$ cat src/rtl/csr_bank.sv
// Generic CSR register bank.
// Decodes host CSR requests over a valid/ready request/response channel.
// Each register is one of:
//   - RW: stored in the bank;
//   - read-only: mirrors a hardware input;
//   - lockable: writes are refused while the core is busy.
// Bits in SelfClrMask are write-1 pulses that are never read back.
module csr_bank #(
  parameter int unsigned NumRegs   = 13,
  parameter int unsigned DataWidth = 32,
  parameter int unsigned AddrWidth = 32,
  parameter logic [NumRegs-1:0]           RoRegMask   = '0,
  parameter logic [NumRegs-1:0]           LockRegMask = '0,
  parameter logic [NumRegs*DataWidth-1:0] SelfClrMask = '0
) (
  input  logic                           clk_i,
  input  logic                           rst_ni,
  input  logic [AddrWidth-1:0]           csr_req_addr_i,
  input  logic [DataWidth-1:0]           csr_req_data_i,
  input  logic                           csr_req_write_i,
  input  logic                           csr_req_valid_i,
  output logic                           csr_req_ready_o,
  output logic [DataWidth-1:0]           csr_rsp_data_o,
  output logic                           csr_rsp_err_o,
  output logic                           csr_rsp_valid_o,
  input  logic                           csr_rsp_ready_i,
  input  logic                           csr_busy_i,
  input  logic [NumRegs*DataWidth-1:0]   csr_reg_ro_i,
  output logic [NumRegs*DataWidth-1:0]   csr_reg_set_o,
  output logic [NumRegs-1:0]             csr_wr_pulse_o
);

  typedef logic [DataWidth-1:0] word_t;

  // Per-register views of the flattened vectors.
  word_t [NumRegs-1:0] sc_mask;
  word_t [NumRegs-1:0] ro_view;

  // Stored register contents; RO registers are held at zero.
  word_t [NumRegs-1:0] reg_q, reg_d;
  logic  [NumRegs-1:0] pulse_q, pulse_d;

  // One-entry response register.
  logic  rsp_valid_q, rsp_valid_d;
  logic  rsp_err_q, rsp_err_d;
  word_t rsp_data_q, rsp_data_d;

  // Request decode.
  logic [NumRegs-1:0] addr_hit;
  logic               addr_ok;
  logic               hit_ro;
  logic               hit_lock;
  logic               req_fire;
  logic               req_err;
  logic               wr_ok;
  word_t              rd_value;

  assign sc_mask = SelfClrMask;
  assign ro_view = csr_reg_ro_i;

  // A new request can enter whenever the response slot is empty or is being drained now.
  assign csr_req_ready_o = !rsp_valid_q || csr_rsp_ready_i;
  assign req_fire        = csr_req_valid_i && csr_req_ready_o;

  // Full-width address compare so out-of-range addresses never alias onto a register.
  always_comb begin
    addr_hit = '0;
    for (int i = 0; i < NumRegs; i++) begin
      addr_hit[i] = (csr_req_addr_i == AddrWidth'(i));
    end
  end

  assign addr_ok  = |addr_hit;
  assign hit_ro   = |(addr_hit & RoRegMask);
  assign hit_lock = |(addr_hit & LockRegMask);

  // Reject unknown addresses, writes to RO registers and writes to locked registers while busy.
  assign req_err = !addr_ok
                || (csr_req_write_i && hit_ro)
                || (csr_req_write_i && hit_lock && csr_busy_i);
  assign wr_ok   = req_fire && csr_req_write_i && !req_err;

  // Read mux: RO registers show the live hardware value, others the stored value minus pulse bits.
  always_comb begin
    rd_value = '0;
    for (int i = 0; i < NumRegs; i++) begin
      if (addr_hit[i]) begin
        rd_value = RoRegMask[i] ? ro_view[i] : (reg_q[i] & ~sc_mask[i]);
      end
    end
  end

  // Next register contents: pulse bits drop every cycle unless rewritten; RO registers stay zero.
  always_comb begin
    // NOTE: every combinational output gets a default first so no path leaves it unassigned (no latch).
    reg_d   = reg_q & ~sc_mask;
    pulse_d = '0;
    for (int i = 0; i < NumRegs; i++) begin
      if (wr_ok && addr_hit[i]) begin
        reg_d[i]   = csr_req_data_i;
        pulse_d[i] = 1'b1;
      end
      if (RoRegMask[i]) begin
        reg_d[i] = '0;
      end
    end
  end

  // Response slot: load on accept, otherwise hold until consumed.
  always_comb begin
    rsp_valid_d = rsp_valid_q && !csr_rsp_ready_i;
    rsp_err_d   = rsp_err_q;
    rsp_data_d  = rsp_data_q;
    if (req_fire) begin
      rsp_valid_d = 1'b1;
      rsp_err_d   = req_err;
      rsp_data_d  = (req_err || csr_req_write_i) ? '0 : rd_value;
    end
  end

  // State registers; every bit, including the register file, returns to zero on reset.
  always_ff @(posedge clk_i or negedge rst_ni) begin
    if (!rst_ni) begin
      // NOTE: sequential state is assigned with <= so all flops update from pre-edge values.
      reg_q       <= '0;
      pulse_q     <= '0;
      rsp_valid_q <= 1'b0;
      rsp_err_q   <= 1'b0;
      rsp_data_q  <= '0;
    end else begin
      reg_q       <= reg_d;
      pulse_q     <= pulse_d;
      rsp_valid_q <= rsp_valid_d;
      rsp_err_q   <= rsp_err_d;
      rsp_data_q  <= rsp_data_d;
    end
  end

  assign csr_reg_set_o   = reg_q;
  assign csr_wr_pulse_o  = pulse_q;
  assign csr_rsp_valid_o = rsp_valid_q;
  assign csr_rsp_err_o   = rsp_err_q;
  assign csr_rsp_data_o  = rsp_data_q;

endmodule

$ cat config.mk
export PLATFORM = sky130hd
export DESIGN_NAME = csr_bank
export DESIGN_NICKNAME = d
export VERILOG_FILES = /design/src/rtl/csr_bank.sv
export SDC_FILE = /design/constraint.sdc
export NUM_CORES = 1
export LEC_CHECK = 0
export BUFFER_PORTS_ARGS = -buffer_cell sky130_fd_sc_hd__clkbuf_2
export CAP_MARGIN = 25
export CORE_AREA = 2 2 372 374
export CTS_CLUSTER_DIAMETER = 150
export DETAILED_ROUTE_END_ITERATION = 6
export DIE_AREA = 0 0 374 376
export GPL_ROUTABILITY_DRIVEN = 0
export HOLD_SLACK_MARGIN = 0.02
export PLACE_DENSITY = 0.38
export SKIP_CTS_REPAIR_TIMING = 1
export SYNTH_ARGS = -nofsm -noshare
export SYNTH_HDL_FRONTEND = slang
export SYNTH_SLANG_ARGS = --single-unit
$ cat constraint.sdc
create_clock -name clk_i -period 2.7 [get_ports clk_i]
set_input_delay 0.54 -clock clk_i [delete_from_list [all_inputs] [get_ports clk_i]]
set_output_delay 0.54 -clock clk_i [all_outputs]
set_load 0.03 [all_outputs]
# After elaboration in Yosys (flattened, before gate mapping)
# Index checks and enable logic that the tools add are counted.
[word_totals]
regBits = 463
word_cells = 81
[classes]
eq_ne = 12
n_mux = 28
reduce_logical = 24
[ops]
columns = ["cell", "count"]
rows = [
  ["32-bit 2-to-1 mux", 14],
  ["32-bit by 4-bit equality test with 1-bit output, second input constant", 5],
  ["32-bit by 3-bit equality test with 1-bit output, second input constant", 4],
  ["32-bit by 2-bit equality test with 1-bit output, second input constant", 2],
  ["32-bit by 1-bit equality test with 1-bit output, second input constant", 1],
  ["32-bit zero test", 1],
  ["1-bit logical AND", 17],
  ["1-bit 2-to-1 mux", 14],
  ["13-bit OR reduction", 1],
  ["1-bit zero test", 3],
  ["1-bit logical OR", 2],
]

# Logic depth before layout (Yosys ltp)
[depth]
ltp_word = 15
ltp_mapped = 11
mapped_depth_nobuf = 6

# Worst setup path after synthesis
# No wires, ideal clock.
[synth_timing]
kind = "input to register"
start = "in csr_req_addr_i[5]"
end = "reg reg_q (netlist bit csr_reg_set_o[331])"
setup_time_ns = 0.125
arrival_time_ns = 2.489
required_ns = 2.575
slack_ns = 0.086
cell_stages = 8
n_path_buf = 3
path_cell_list = "or4_4 > buf_6 > nor4_2 > buf_4 > nand2_1 > nor2_4 > buf_6 > mux2_2"
[synth_between]
elab_chain_cells = 4
elab_cells_between_ends = 16
classes_between = "eq/ne (12); reduce/logical (4)"
[synth_rtl]
columns = ["item", "line", "text"]
rows = [
  ["start: declaration", "18", "input logic [AddrWidth-1:0] csr_req_addr_i,"],
  ["32-bit by 1-bit equality test with 1-bit output (tied with other cells)", "69", "addr_hit[i] = (csr_req_addr_i == AddrWidth'(i));"],
  ["13-bit OR reduction", "73", "assign addr_ok = |addr_hit;"],
  ["1-bit logical AND", "81", "assign wr_ok = req_fire && csr_req_write_i && !req_err;"],
  ["1-bit logical AND *", "99", "if (wr_ok && addr_hit[i]) begin"],
  ["end signal: assignment", "131", "reg_q <= reg_d;"],
  ["end: declaration", "40", "word_t [NumRegs-1:0] reg_q, reg_d;"],
]
# Every way passes the cells marked *; elsewhere a longest branch is shown, timed or not.
# A chain may end at the register's enable or synchronous reset.

# Worst setup path in the final report
[layout_timing]
start = "in csr_req_addr_i[30]"
end = "reg reg_q (netlist bit csr_reg_set_o[317])"
# The elaborated chain is that of the path after synthesis.

==> flow_metrics.tcl <==
set metrics [dict create \
    outcome "completed" \
    clkTransAtPathRegs_ns 0.06 \
    coreArea_mm2 0.137 \
    hold_viol 0 \
    max-clock-path-buffers 3 \
    ir_drop_v 0.000449 \
    max_cap_violations 0 \
    antenna_left 0 \
    crit_required_ns 3.22 \
    htree_levels 2 \
    vias 17500 \
    track_usage_pct 17.7 \
    drt-total-wl_mm 127 \
    min_path_type "in -> reg" \
    cpPeakStageDelay_ns 0.35 \
    setup.worst_path.start_class "primary input" \
    use_met2_pct 26.1 \
    ys_types 73 \
    path_cells "clkbuf_2 -> nor4_2 -> nand4_2 -> buf_4 -> buf_4 -> nor3_4 -> and2_1 -> buf_4 -> nand2_2 -> buf_4 -> mux2_1" \
    layout.nets 2801 \
    critPathSlowestCell "nor4_2" \
    slew-limit-headroom_pct 55.7 \
    placed_area_mm2 0.0282 \
    synth_ff_type "dfrtp_1" \
    grt_max_degree 80 \
    start_util_pct 15.5 \
    worstMarginPinSlew_ns 0.664 \
    final.min_clock_period_ns 2.50 \
    insertion_delay_ns 0.68 \
    maxSlewViolCount 0 \
    synthesis.nets 2088 \
    yosysSeqAreaShare_pct 54.7 \
    ctsRootBufferMaster "clkbuf_16" \
    antenna_found_initial 16 \
    cp-end-kind "register" \
    synth_edf_count 0 \
    io_buffers 532 \
    hpwlAfterDp_mm 101 \
    die_w_um 374 \
    cp_common_cell "buf_4" \
    synthCells 1602 \
    syn_avg_cell_area_um2 13.2 \
    die_y_um 376 \
    place_inst 4046 \
    crit_fanout 12 \
    num-fill-cells 14800 \
    finalCritPeriodShare_pct 92.7 \
    grt_pass1_vias 18100 \
    path_class "in -> reg" \
    die-area_mm2 0.141 \
    rsz0062_at_grt "false" \
    fin_area_mm2 0.0303 \
    drc 0 \
    p_per_area_mw_per_mm2 533 \
    avgRoutedWirePerCell_um 30.5 \
    first_iter_violations 1146 \
    async_reset_ff_share_pct 100 \
    crit_arrival_ns 3.02 \
    cts_tree "built" \
    dr.pass1.iters 5 \
    synth-seq-cells 463 \
    grt_use_met3_pct 7.74 \
    io_pins 950 \
    path_buf_inv 5 \
    syn_area_mm2 0.0212 \
    via_per_inst 4.20 \
    clkSinkCount 463 \
    p_total_mw 16.2 \
    layout-drive-gt1-share_pct 54.2 \
    hold-worst-slack_ns 0.215 \
    rows 136 \
    area_growth_pct 43.1 \
    setup_viol 0 \
    busiest_layer "met2" \
    gr-total-overflow 0 \
    p_leak_nw 15.2 \
    gr-usage-met1_pct 23.9 \
    setup_tns_ns 0 \
    max_freq_ghz 0.399 \
    finalClockSkew_ns 0.0409 \
    grt_pass1_wl_mm 170 \
    layout.cells.non_filler 4165 \
    cts_buffers 60 \
    critical_path.top_delay_family "simple AND/OR/NAND/NOR gates" \
    yosys_warnings 0 \
]
per-layer routing:
metal / up-vias / part of all wire [%] / wire length, um
met3: 91 / 11 / 13600
li1: 7456 / - / -
met2: 705 / 42 / 53100
met5: - / 0.021 / 27
met4: 4 / 1.6 / 2050
met1: 9241 / 46 / 58300
sequential cells by signal (all words and copies together), names as in the netlist:
name / flops
csr_reg_set_o: 416
csr_rsp_data_o: 32
csr_rsp_err_o: 1
csr_rsp_valid_o: 1
csr_wr_pulse_o: 13
where the power goes:
group / internal, mW / leakage [nW] / total (mW) / switching (mW)
combinational: 0.214 / 7.73 / 0.806 / 0.593
sequential: 6.94 / 6.47 / 6.95 / 0.00252
clock: 4.97 / 1.00 / 8.41 / 3.45
total: 12.1 / 15.2 / 16.2 / 4.04
path summary, 6_finish.rpt:
path,start,to,depth (start not counted),slack [ns]
worst max-delay path,csr_req_addr_i[30],csr_reg_set_o[317],11,0.20
worst min-delay path,csr_req_valid_i,csr_rsp_valid_o,2,0.22
worst max register to register,csr_rsp_valid_o,csr_reg_set_o[408],7,0.51
worst min register to register,csr_rsp_data_o[21],csr_rsp_data_o[21],2,0.48
max in group asynchronous,rst_ni,csr_reg_set_o[352],4,1.41
min in group asynchronous,rst_ni,csr_reg_set_o[21],2,0.34
cells by family (layout without fill, tap and decap cells):
group	count (synthesis)	after routing	share of synthesized area, %
AO/OA/AOI/OAI	268	268	9.10
flip-flops	463	463	54.7
buffers and inverters	151	911	3.32
AND/OR/NAND/NOR	243	243	6.45
multiplexers	477	477	26.4
other	0	9	0
metrics by stage:
stage	setup WS (ns)	utilization (%)
after floorplan	0.0859	-
after global placement	-0.417	20.7
after detailed placement	-0.420	20.7
after CTS	0.299	22.2
after global routing	0.152	22.2
final	0.196	22.2
synthesized netlist by cell type (6+ instances only):
| cell type | n | area [um2] |
|---|---|---|
| nor2b_1 | 9 | 56.3 |
| nor4_2 | 7 | 87.6 |
| mux4_2 | 23 | 518 |
| mux2_1 | 113 | 1270 |
| o211ai_1 | 7 | 52.6 |
| a22oi_1 | 35 | 263 |
| a21o_1 | 7 | 52.6 |
| buf_1 | 6 | 22.5 |
| o221ai_1 | 15 | 131 |
| or3_1 | 6 | 37.5 |
| dfrtp_1 | 463 | 11600 |
| nand2_1 | 72 | 270 |
| mux2_2 | 319 | 3590 |
| nor3_1 | 23 | 115 |
| clkbuf_1 | 64 | 240 |
| o21ai_0 | 49 | 245 |
| mux2i_1 | 22 | 220 |
| nand3_1 | 14 | 70.1 |
| nand4_1 | 6 | 37.5 |
| a22o_1 | 7 | 61.3 |
| a221oi_1 | 17 | 149 |
| a221o_1 | 7 | 70.1 |
| a31oi_1 | 6 | 37.5 |
| and2_1 | 6 | 37.5 |
| inv_1 | 13 | 48.8 |
| buf_2 | 53 | 265 |
| a2111oi_0 | 6 | 52.6 |
| a21oi_1 | 27 | 135 |
| buf_4 | 9 | 67.6 |
| nand2b_1 | 12 | 75.1 |
| nor3_2 | 7 | 70.1 |
| o22ai_1 | 22 | 138 |
| o2bb2ai_1 | 12 | 105 |
| nor2_1 | 44 | 165 |
| a211oi_1 | 9 | 67.6 |
worst register-to-register path, stage by stage, from the launching register on:
cell and delay, ns:
dfrtp_1 0.42, nand2b_1 0.13, and4_1 0.23, and2_1 0.22
buf_4 0.19, nand2_2 0.20, buf_4 0.32, mux2_2 0.38
area by class of cell:
cell class / instances / area (um2) / share of cell area, %
antenna: 9 / 22.5 / 0.0743
timing repair buffer: 788 / 5310 / 17.5
inverter: 14 / 52.6 / 0.173
multi-input combinational: 988 / 9060 / 29.9
clock buffer: 86 / 1750 / 5.77
sequential: 463 / 11600 / 38.2
tap: 1794 / 2240 / 7.40
clock inverter: 23 / 289 / 0.953
placed cells by master, fill, tap and decap left out, drive strengths merged, types with 7 or more instances in the layout:
master   netlist  final
clkbuf        64    615
clkinv         1     17
o221ai        15     15
a22o           7      7
o22ai         22     22
nand2b        12     12
nand4          7      7
o21ai         52     52
nand3         15     15
a21oi         27     27
o2bb2ai       12     12
buf           73    258
diode          0      9
nor2b          9      9
a21o           7      7
mux2i         22     22
nor4          14     14
o211ai         8      8
mux4          23     23
a221o          7      7
or3            7      7
nor3          31     31
dfrtp        463    463
mux2         432    432
a221oi        17     17
nor2          47     47
inv           13     13
a211oi         9      9
nand2         73     73
a22oi         35     35
Note: power is estimated with default switching activity, not from simulation.
